**src/rtl/wb_arbiter.sv**
```systemverilog
// Write-back arbiter: merges ALU results and extended load returns onto the
// single register-file write port. Loads wait in a small in-order queue.
module wb_arbiter #(
    parameter int DATA_WIDTH   = 32,
    parameter int REG_SEL_BITS = 5,
    parameter int LQ_DEPTH     = 2
) (
    input  logic                          clock,
    input  logic                          reset,
    input  logic                          alu_valid,
    input  logic [REG_SEL_BITS-1:0]       alu_rd,
    input  logic [DATA_WIDTH-1:0]         alu_data,
    output logic                          alu_ready,
    input  logic                          ld_valid,
    input  logic [REG_SEL_BITS-1:0]       ld_rd,
    input  logic [DATA_WIDTH-1:0]         ld_data,
    input  logic [1:0]                    ld_size,
    input  logic                          ld_unsigned,
    input  logic [1:0]                    ld_offset,
    output logic                          ld_ready,
    output logic                          wb_wEn,
    output logic [REG_SEL_BITS-1:0]       wb_write_sel,
    output logic [DATA_WIDTH-1:0]         wb_write_data,
    output logic [$clog2(LQ_DEPTH):0]     lq_count
);
    localparam int AW = $clog2(LQ_DEPTH);
    localparam int CW = AW + 1;

    typedef struct packed {
        logic [REG_SEL_BITS-1:0] rd;
        logic [DATA_WIDTH-1:0]   data;
    } lq_entry_t;

    lq_entry_t               mem [LQ_DEPTH];
    lq_entry_t               head;
    logic [AW-1:0]           wr_ptr, rd_ptr;
    logic                    full, empty, push, pop, alu_win, win;
    logic [DATA_WIDTH-1:0]   byte_sh, half_sh, ld_ext;
    logic [REG_SEL_BITS-1:0] win_rd;
    logic [DATA_WIDTH-1:0]   win_data;

    assign full      = (lq_count == CW'(LQ_DEPTH));
    assign empty     = (lq_count == '0);
    // Readiness comes from registered occupancy only; a same-cycle pop never opens a slot.
    assign alu_ready = reset && !full;
    assign ld_ready  = reset && !full;
    assign head      = mem[rd_ptr];

    assign pop     = reset && !empty && (full || !alu_valid);
    assign alu_win = alu_valid && alu_ready && !pop;
    assign push    = ld_valid && ld_ready;

    assign win      = pop || alu_win;
    assign win_rd   = pop ? head.rd   : alu_rd;
    assign win_data = pop ? head.data : alu_data;

    assign byte_sh = ld_data >> {ld_offset, 3'b000};
    assign half_sh = ld_data >> {ld_offset[1], 4'b0000};

    always_comb begin
        ld_ext = ld_data;
        case (ld_size)
            2'b00:   ld_ext = {{(DATA_WIDTH-8){!ld_unsigned && byte_sh[7]}}, byte_sh[7:0]};
            2'b01:   ld_ext = {{(DATA_WIDTH-16){!ld_unsigned && half_sh[15]}}, half_sh[15:0]};
            default: ld_ext = ld_data;
        endcase
    end

    always_ff @(posedge clock) begin
        if (push) mem[wr_ptr] <= '{rd: ld_rd, data: ld_ext};
    end

    // Pointers wrap naturally since LQ_DEPTH is a power of two.
    always_ff @(posedge clock) begin
        if (!reset) begin
            wr_ptr   <= '0;
            rd_ptr   <= '0;
            lq_count <= '0;
        end else begin
            if (push) wr_ptr <= wr_ptr + 1'b1;
            if (pop)  rd_ptr <= rd_ptr + 1'b1;
            lq_count <= lq_count + CW'(push) - CW'(pop);
        end
    end

    // A winner targeting r0 is consumed but suppressed; sel/data hold when idle.
    always_ff @(posedge clock) begin
        if (!reset) begin
            wb_wEn        <= 1'b0;
            wb_write_sel  <= '0;
            wb_write_data <= '0;
        end else begin
            wb_wEn <= win && (win_rd != '0);
            if (win && (win_rd != '0)) begin
                wb_write_sel  <= win_rd;
                wb_write_data <= win_data;
            end
        end
    end
endmodule

```
**config.mk**
```make
export PLATFORM = sky130hd
export DESIGN_NAME = wb_arbiter
export DESIGN_NICKNAME = d
export VERILOG_FILES = /design/src/rtl/wb_arbiter.sv
export SDC_FILE = /design/constraint.sdc
export NUM_CORES = 1
export LEC_CHECK = 0
export CAP_MARGIN = 20
export CORE_MARGIN = 2
export CORE_UTILIZATION = 54
export CTS_CLUSTER_SIZE = 30
export DETAILED_ROUTE_END_ITERATION = 16
export GPL_ROUTABILITY_DRIVEN = 0
export PLACE_DENSITY_LB_ADDON = 0.1
export SLEW_MARGIN = 25
export SYNTH_ARGS = -nofsm -noshare
export SYNTH_HDL_FRONTEND = slang
export SYNTH_SLANG_ARGS = --single-unit
```
**constraint.sdc**
```tcl
create_clock -name clock -period 6.56 [get_ports clock]
set_input_delay 1.312 -clock clock [delete_from_list [all_inputs] [get_ports clock]]
set_output_delay 1.312 -clock clock [all_outputs]
set_load 0.01 [all_outputs]
```
# Word level (Yosys, flattened, before mapping)
# Memory sizes are Yosys's and may differ from the RTL's. A register that Yosys moved wholly into a read port is not among the register bits.
# Cells that the tools add are included.
# classes
n_eq_ne	2
mux	7
n_shift	2
n_reduce_logical	19
n_addsub	4
# ops
cell	n
$pmux 32 s2	1
$mux 32	1
$shr 32x5->16	1
$shr 32x5->8	1
$logic_and 1x1->1	9
$logic_not 1->1	5
$mux 5	1
$reduce_bool 5->1	1
$logic_not 2->1	2
$mux 1	4
$add 1x1->1 const B	2
$add 2x1->2	1
$eq 2x1->1 const B	1
$eq 2x2->1 const B	1
$logic_or 1x1->1	2
$sub 2x1->2	1
# word_totals
output_inout_bits	42
mem_bits_rw	74
mem_count	1
word_cells	41
register_bits	42
in_bits	83
# memory_table
name	depth	word_bits	rd	rd_clocked_by_memory_dff	write_ports	line	rtl
mem	2	37	1	1	1	34	lq_entry_t mem [LQ_DEPTH];

# Longest topological paths before layout
# Gate-level depths: netlist of run 1.
# logic_depth
ltp_word	8
mapped_depth	11
mapped_depth_nobuf	9

# Worst setup path before layout of run 1
# Ideal clock, no wire load.
# synth_path
path_kind	input to register
from	input port reset
to	memory mem[0][0] (netlist name), enable pin
required_time_ns	6.129
setup_time_ns	0.431
cell_stages	3
n_path_buf	1
arrival_time_ns	3.366
setup_slack_ns	2.763
cell_sequence	clkbuf_1 o211ai_1 nor2_1
# synth_between
elab_chain_cells	4
# synth_lines
element	line	rtl
start, declared	9	input logic reset,
$logic_and 1x1->1	46	assign ld_ready = reset && !full;
$logic_and 1x1->1	51	assign push = ld_valid && ld_ready;
$mux 1	70	if (push) mem[wr_ptr] <= '{rd: ld_rd, data: ld_ext};
$mux 1 (not written as such)	70	
end, declared	34	
# No other way between the ends.

# Worst setup path in the final report of run 1
# layout_path
from	input port reset
to	output port alu_ready
# layout_between
elab_chain_cells	1
# layout_lines
element	line	rtl
$logic_and 1x1->1	45	assign alu_ready = reset && !full;
end, declared	13	output logic alu_ready,
# No other way between the ends.

==> qor.yml, run 1 <==
initial_utilization: 0.561
clockPowerShare: 0.324
synth-edff-count: 74
hold_start: "wb_write_data[11]$_SDFFE_PN0P_"
wirelength_um: 12400
worst_pin_slew_ns: 1.03
slew_headroom: 0.314
intPower_mw: 1.85
cts.repair.resized: 0
critPathSlowestCell: "buf_2"
status: "complete, no violations"
clockRootBuffer: "clkbuf_8"
die_h_um: 105
max-vdd-ir-drop_uv: 228
hp-class: "register to register"
p_switching_uw: 783
synth_ff_type: "edfxtp_1"
p_per_area_nw_per_um2: 356
final_cells: 730
antenna_found_initial: 0
syn_area_per_cell_sq_um: 11.8
worstSkewPairLatency_ns: 0.51
final_cell_mix: "123 x clkdlybuf4s50_1, 97 x nand2_1, 74 x edfxtp_1, 69 x mux2i_1, 42 x dfxtp_1"
fp-row-count: 36
first_pass_iters: 5
ys_async_sr_fraction: 0
grt_pass1_wl_um: 19700
rsz0062_at_grt: "no"
core-area_sq_um: 9820
drcViolationCount: 0
io_pins: 125
cts_num_sinks: 117
viasPerCell: 5.61
fin_nets: 669
fin_tns_setup_ns: 0
place_inst: 696
ant_nets: 0
seq_power_share: 0.383
final_common_cell: "clkdlybuf4s50_1"
crit_path_end_kind: "primary output"
worstSetupStartpointType: "input port"
clk_pin_slew_ns: 0.06
critical_path.max_fanout: 51
tritoncts: "yes"
hpwl_um: 8410
clockBufferDepth: 2
p_total_mw: 2.63
drv_cap: 0
wire_per_inst_um: 17.0
startpoint: "reset"
yosysSeqAreaShare: 0.560
netSwitchingFraction: 0.298
drv_slew: 0
grt_max_degree: 52
synth-seq-cells: 117
syn_area_sq_um: 5510
syn_inst: 467
synth_cell_type_count: 51
max_stage_delay_ns: 0.70
finalCritPeriodShare: 0.627
timing.fmax_mhz: 243
area_growth_pct: 34.1
via_count: 4092
first_iter_violations: 216
grt_overflow_total: 0
cp_data_required_time_ns: 5.25
finalClockSkew_ns: 0.00428
cts_made_buffers: 17
dieArea_sq_um: 11000
syn_nets: 552
finalSetupViolations: 0
comb_power_share: 0.293
antenna_cells: 0
io_buffers: 124
min_period_ns: 4.11
die_x_um: 105
htreeDepth: 4
final-hold-violation-count: 0
grt_pass1_vias: 4029
drive_gt1_frac: 0.136
path_cells: "buf_2 -> o21a_1 -> clkdlybuf4s50_1"
cp_data_arrival_time_ns: 2.80
ys_warn_count: 0
whs_ns: 0.459
post_cts_buffers: 0
grt_usage: 0.228
hold_buffers: 0
leakage_nw: 2.80
crit_type: "input port to primary output"
-- synthesized netlist by cell type, types with 2 or more instances --
| cell type | number | area (sq um) |
|---|---|---|
| a21o_1 | 2 | 15.0 |
| ha_1 | 2 | 25.0 |
| buf_2 | 4 | 20.0 |
| a31oi_1 | 7 | 43.8 |
| inv_2 | 2 | 7.51 |
| buf_6 | 2 | 22.5 |
| nor2_1 | 11 | 41.3 |
| inv_1 | 8 | 30.0 |
| a21oi_1 | 10 | 50.1 |
| xnor2_1 | 3 | 26.3 |
| o22a_1 | 3 | 26.3 |
| nand2b_1 | 5 | 31.3 |
| nand2_1 | 97 | 364 |
| edfxtp_1 | 74 | 2220 |
| a211o_1 | 2 | 17.5 |
| buf_12 | 3 | 60.1 |
| a211oi_1 | 2 | 15.0 |
| a311oi_1 | 2 | 17.5 |
| nor4_1 | 2 | 12.5 |
| nand3_1 | 3 | 15.0 |
| mux2_1 | 2 | 22.5 |
| a221o_1 | 7 | 70.1 |
| o31ai_1 | 2 | 15.0 |
| o21ai_0 | 5 | 25.0 |
| and2_1 | 4 | 25.0 |
| mux2_2 | 34 | 383 |
| clkbuf_1 | 20 | 75.1 |
| or3_1 | 2 | 12.5 |
| nor2b_1 | 3 | 18.8 |
| mux2i_1 | 69 | 691 |
| dfxtp_1 | 43 | 861 |
| nor3_1 | 4 | 20.0 |
| o211ai_1 | 5 | 37.5 |
| o21ai_1 | 6 | 30.0 |
-- final timing paths --
kind	to	slack, ns	cells after the start
max reg2reg	wb_write_data[27]$_SDFFE_PN0P_	3.63	4
min	wb_write_data[11]$_SDFFE_PN0P_	0.46	2
max	alu_ready	2.45	3
min reg2reg	wb_write_data[11]$_SDFFE_PN0P_	0.46	2
-- routing by layer --
| metal | up-vias | wire length, um | share of wire | track usage |
|---|---|---|---|---|
| met4 | 0 | 170 | 0.014 | 0.0924 |
| met5 | - | 0 | 0 | 0 |
| met1 | 1955 | 5320 | 0.43 | 0.297 |
| met3 | 17 | 912 | 0.073 | 0.0499 |
| met2 | 171 | 6040 | 0.49 | 0.371 |
| li1 | 1949 | - | - | - |
-- cell type report --
cell class | count | area [sq um]
clock buffers | 20 | 468
fillers | 679 | 2430
repair buffers | 128 | 1310
flip-flops and latches | 117 | 3080
inverters | 10 | 38.8
clock inverters | 12 | 91.3
multi-input cells | 310 | 2230
well taps | 133 | 166
-- registers in the layout (all words and copies together) (netlist names), named ones only --
signal / count
rd_ptr: 1
wb_write_sel: 5
mem: 74
wb_write_data: 32
lq_count: 2
wr_ptr: 1
wb_wEn: 1
-- kinds of logic after synthesis --
family	after synthesis	share of synthesized area
compound gates	64	0.0861
buf+inv	40	0.0404
simple gates	136	0.106
mux	105	0.199
fa+ha+maj	2	0.00454
flops	117	0.560
xor+xnor	3	0.00477
-- critical path, delay by kind of cell --
family / cells / cell delay, ns
AOI/OAI and AO/OA: 1 / 0.24
buffers and inverters: 2 / 1.24
-- power groups by stage --
| stage | logic [mW] | clock network, mW | registers, mW |
|---|---|---|---|
| 2_1_floorplan | 0.465 | 0 | 1.03 |
| 3_3_place_gp | 0.744 | 0 | 1.02 |
| 3_5_place_dp | 0.765 | 0 | 1.02 |
| 4_1_cts | 0.766 | 0.858 | 1.01 |
| 5_1_grt | 0.830 | 0.895 | 1.02 |
| 6_report | 0.771 | 0.853 | 1.01 |
-- through the flow --
stage | instance area [sq um] | util | setup slack [ns]
2_1_floorplan | 5510 | - | 2.76
3_3_place_gp | 6750 | 0.688 | 2.45
3_5_place_dp | 6770 | 0.689 | 2.33
4_1_cts | 7320 | 0.746 | 2.44
5_1_grt | 7390 | 0.752 | 2.35
6_report | 7390 | 0.752 | 2.45
No activity file was read; power rests on OpenSTA's default activity.
==> run 2: changes to the inputs <==
CORE_UTILIZATION = 46   (was 54)
clock period = 3.6 ns   (was 6.56 ns; I/O delays follow)
==> qor.yml, run 2 (synthesis gave the netlist of run 1 again) <==
p_total_mw: 4.86
wire_per_inst_um: 17.3
cts_num_sinks: 117
grt_max_degree: 44
cp_data_arrival_time_ns: 1.79
clockRootBuffer: "clkbuf_16"
io_buffers: 124
worst_pin_slew_ns: 0.714
min_period_ns: 2.51
first_pass_iters: 5
first_iter_violations: 273
finalCritPeriodShare: 0.697
max-vdd-ir-drop_uv: 341
timing.fmax_mhz: 399
leakage_nw: 2.85
place_inst: 716
initial_utilization: 0.476
dieArea_sq_um: 12900
cp_data_required_time_ns: 2.88
drive_gt1_frac: 0.142
finalClockSkew_ns: 0.00605
drv_cap: 0
cts_made_buffers: 17
wirelength_um: 12900
htreeDepth: 4
worst-path-buf-inv: 2
area_growth_pct: 34.6
io_pins: 125
critPathSlowestCell: "clkdlybuf4s50_1"
worstSkewPairLatency_ns: 0.41
regMostFlops: "mem"
final_cells: 748
grt_overflow_total: 0
rsz0062_at_grt: "no"
hpwl_um: 9080
top_regs: "mem x74, wb_write_data x32, wb_write_sel x5"
final_cell_mix: "123 x clkdlybuf4s50_1, 97 x nand2_1, 74 x edfxtp_1, 69 x mux2i_1, 42 x dfxtp_1"
hold_buffers: 0
grt_usage: 0.210
ant_nets: 0
antenna_cells: 0
hp-class: "register to register"
crit_type: "input port to primary output"
post_cts_buffers: 0
final_common_cell: "clkdlybuf4s50_1"
drcViolationCount: 0
fin_nets: 677
whs_ns: 0.461
clockBufferDepth: 2
final_util: 0.641
core-area_sq_um: 11600
max_stage_delay_ns: 0.55
final-hold-violation-count: 0
fp-row-count: 39
cts.repair.resized: 0
crit_path_end_kind: "primary output"
path_delay_family: "buffers and inverters"
path_cells: "buf_2 -> o21a_1 -> clkdlybuf4s50_1"
status: "complete, no violations"
clk_pin_slew_ns: 0.05
finalSetupViolations: 0
antenna_found_initial: 0
largest_reg_flops: 74
tritoncts: "yes"
via_count: 4055
worstSetupStartpointType: "input port"
grt_pass1_wl_um: 20800
slew_headroom: 0.520
p_per_area_nw_per_um2: 655
viasPerCell: 5.42
die_x_um: 113
drv_slew: 0
die_h_um: 113
grt_pass1_vias: 4142
fin_tns_setup_ns: 0
critical_path.max_fanout: 19
-- run 2: per-layer routing --
metal / vias to the layer above / global-route usage / share of wire
met3: 21 / 0.0584 / 0.063
li1: 1953 / - / -
met1: 1918 / 0.280 / 0.44
met5: - / 0 / 0
met2: 163 / 0.330 / 0.47
met4: 0 / 0.0756 / 0.019
-- run 2: tightest hold or removal path, delay by kind of cell (launching register included) --
family	cells	cell delay [ns]
flip-flops	1	0.30
multiplexers	1	0.06
AND/OR/NAND/NOR	1	0.05
-- run 2: power by group --
part | internal [mW] | switching (mW) | total, mW | leakage (nW)
Combinational | 0.756 | 0.712 | 1.47 | 1.52
Sequential | 1.68 | 0.107 | 1.79 | 1.04
Clock | 1.04 | 0.566 | 1.61 | 0.286
-- run 2: final timing paths --
| path | cells past startpoint | startpoint | endpoint | slack [ns] |
|---|---|---|---|---|
| worst min register to register | 2 | wb_write_data[8]$_SDFFE_PN0P_ | wb_write_data[8]$_SDFFE_PN0P_ | 0.46 |
| worst max-delay path | 3 | reset | ld_ready | 1.09 |
| worst min-delay path | 2 | wb_write_data[8]$_SDFFE_PN0P_ | wb_write_data[8]$_SDFFE_PN0P_ | 0.46 |
| worst max register to register | 6 | register | wb_write_data[5]$_SDFFE_PN0P_ | 1.14 |
-- run 2: area by class of cell --
class                      count  area (sq um)
fill                         937          4150
sequential                   117          3080
multi-input combinational    310          2230
timing repair buffer         136          1320
clock buffer                  20           457
tap                          143           179
clock inverter                12           110
inverter                      10          37.5
-- run 2: stage by stage --
step	setup WS (ns)	cell area, sq um
after global placement	0.521	6830
after floorplan	0.395	5510
final	1.09	7420
after detailed placement	0.635	6840
after CTS	1.02	7410
after global routing	0.900	7420
==> run 3: changes to the inputs <==
CORE_UTILIZATION = 51   (was 46)
clock period = 2.31 ns   (was 3.6 ns; I/O delays follow)
==> qor.yml, run 3 (synthesis gave the netlist of run 1 again) <==
grt_pass1_vias: 4166
stdcell_area_sq_um: 7560
cp_data_arrival_time_ns: 2.59
critical_path.max_fanout: 16
final_cell_mix: "123 x clkdlybuf4s50_1, 97 x nand2_1, 74 x edfxtp_1, 69 x mux2i_1, 42 x dfxtp_1"
largest_reg_flops: 74
worst_pin_slew_ns: 0.847
drv_slew: 0
worst-path-buf-inv: 1
min_period_ns: 2.16
clockBufferDepth: 2
clk_pin_slew_ns: 0.06
wire_per_inst_um: 17.1
tritoncts: "yes"
final-hold-violation-count: 0
finalClockSkew_ns: 0.00857
via_count: 4131
core-area_sq_um: 10400
crit_type: "register to register"
drive_gt1_frac: 0.172
viasPerCell: 5.44
first_iter_violations: 202
top_regs: "mem x74, wb_write_data x32, wb_write_sel x5"
status: "complete, no violations"
grt_use_met2: 0.382
crit_path_end_kind: "register"
busiest_layer: "met2"
max-vdd-ir-drop_uv: 484
rsz0062_at_grt: "no"
hp-class: "input port to register"
worstSkewPairLatency_ns: 0.51
fin_tns_setup_ns: 0
io_pins: 125
nFillCells: 739
path_delay_family: "compound AO/OA/AOI/OAI gates"
area_growth_pct: 37.3
ant_nets: 0
path_cells: "or4_4 -> a2111oi_4 -> a211o_2 -> buf_12 -> mux2i_1"
postPlaceCellArea_sq_um: 7040
clockRootBuffer: "clkbuf_8"
fp-row-count: 37
cts.repair.resized: 0
initial_utilization: 0.529
final_util: 0.726
fin_nets: 695
finalSetupViolations: 0
grt_overflow_total: 0
wirelength_um: 13000
die_h_um: 108
hold_depth: 4
leakage_nw: 2.94
worstSetupStartpointType: "register"
antenna_cells: 0
drv_cap: 0
timing.fmax_mhz: 464
die_x_um: 108
dieArea_sq_um: 11600
p_per_area_nw_per_um2: 986
post_cts_buffers: 0
first_pass_iters: 5
cp_data_required_time_ns: 2.74
antenna_found_initial: 0
p_total_mw: 7.46
whs_ns: 0.446
grt_pass1_wl_um: 20200
drcViolationCount: 0
slew_headroom: 0.431
finalCritPeriodShare: 0.934
io_buffers: 124
cts_num_sinks: 117
regMostFlops: "mem"
grt_usage: 0.230
grt_use_met3: 0.0542
path_depth: 5
final_common_cell: "clkdlybuf4s50_1"
grt_max_degree: 43
hold_buffers: 0
reg2reg_depth: 5
htreeDepth: 4
hpwl_um: 9140
met1_usage: 0.291
max_stage_delay_ns: 0.58
critPathSlowestCell: "or4_4"
cts_made_buffers: 17
[run 3: worst min-delay path, stage by stage]
cell and delay, ns:
buf_2 0.15, o21ai_2 0.08, buf_4 0.15, o2bb2ai_1 0.06
[run 3: cell type report]
type,instances,area (sq um),area share
Timing Repair Buffer,154,1520,0.201
Clock buffer,20,445,0.0589
Multi-Input combinational cell,310,2230,0.294
Tap cell,136,170,0.0225
Sequential cell,117,3080,0.408
Inverter,10,37.5,0.00496
Clock inverter,12,76.3,0.0101
[run 3: layer usage]
layer | vias to the layer above | part of all wire
met5 | - | 0
met3 | 17 | 0.068
met4 | 0 | 0.013
met1 | 1947 | 0.43
met2 | 170 | 0.49
li1 | 1997 | -
[run 3: power breakdown]
group | switching (mW) | internal [mW] | total, mW
logic | 1.14 | 1.27 | 2.41
registers | 0.153 | 2.62 | 2.77
clock network | 0.913 | 1.37 | 2.28
[run 3: through the flow]
stage | std cells | setup slack, ns
floorplan | 467 | -0.0520
global route | 759 | 0.0868
finish | 759 | 0.153
CTS | 759 | 0.155
detailed placement | 727 | -0.101
global placement | 727 | -0.220
[run 3: worst paths after layout]
check | end | start | slack, ns
min | wb_write_sel[2]$_SDFFE_PN0P_ | reset | 0.45
max reg2reg | wb_write_data[8]$_SDFFE_PN0P_ | mem[0][34]$_DFFE_PP_ | 0.15
max | wb_write_data[8]$_SDFFE_PN0P_ | mem[0][34]$_DFFE_PP_ | 0.15
min reg2reg | wb_write_data[29]$_SDFFE_PN0P_ | wb_write_data[29]$_SDFFE_PN0P_ | 0.46
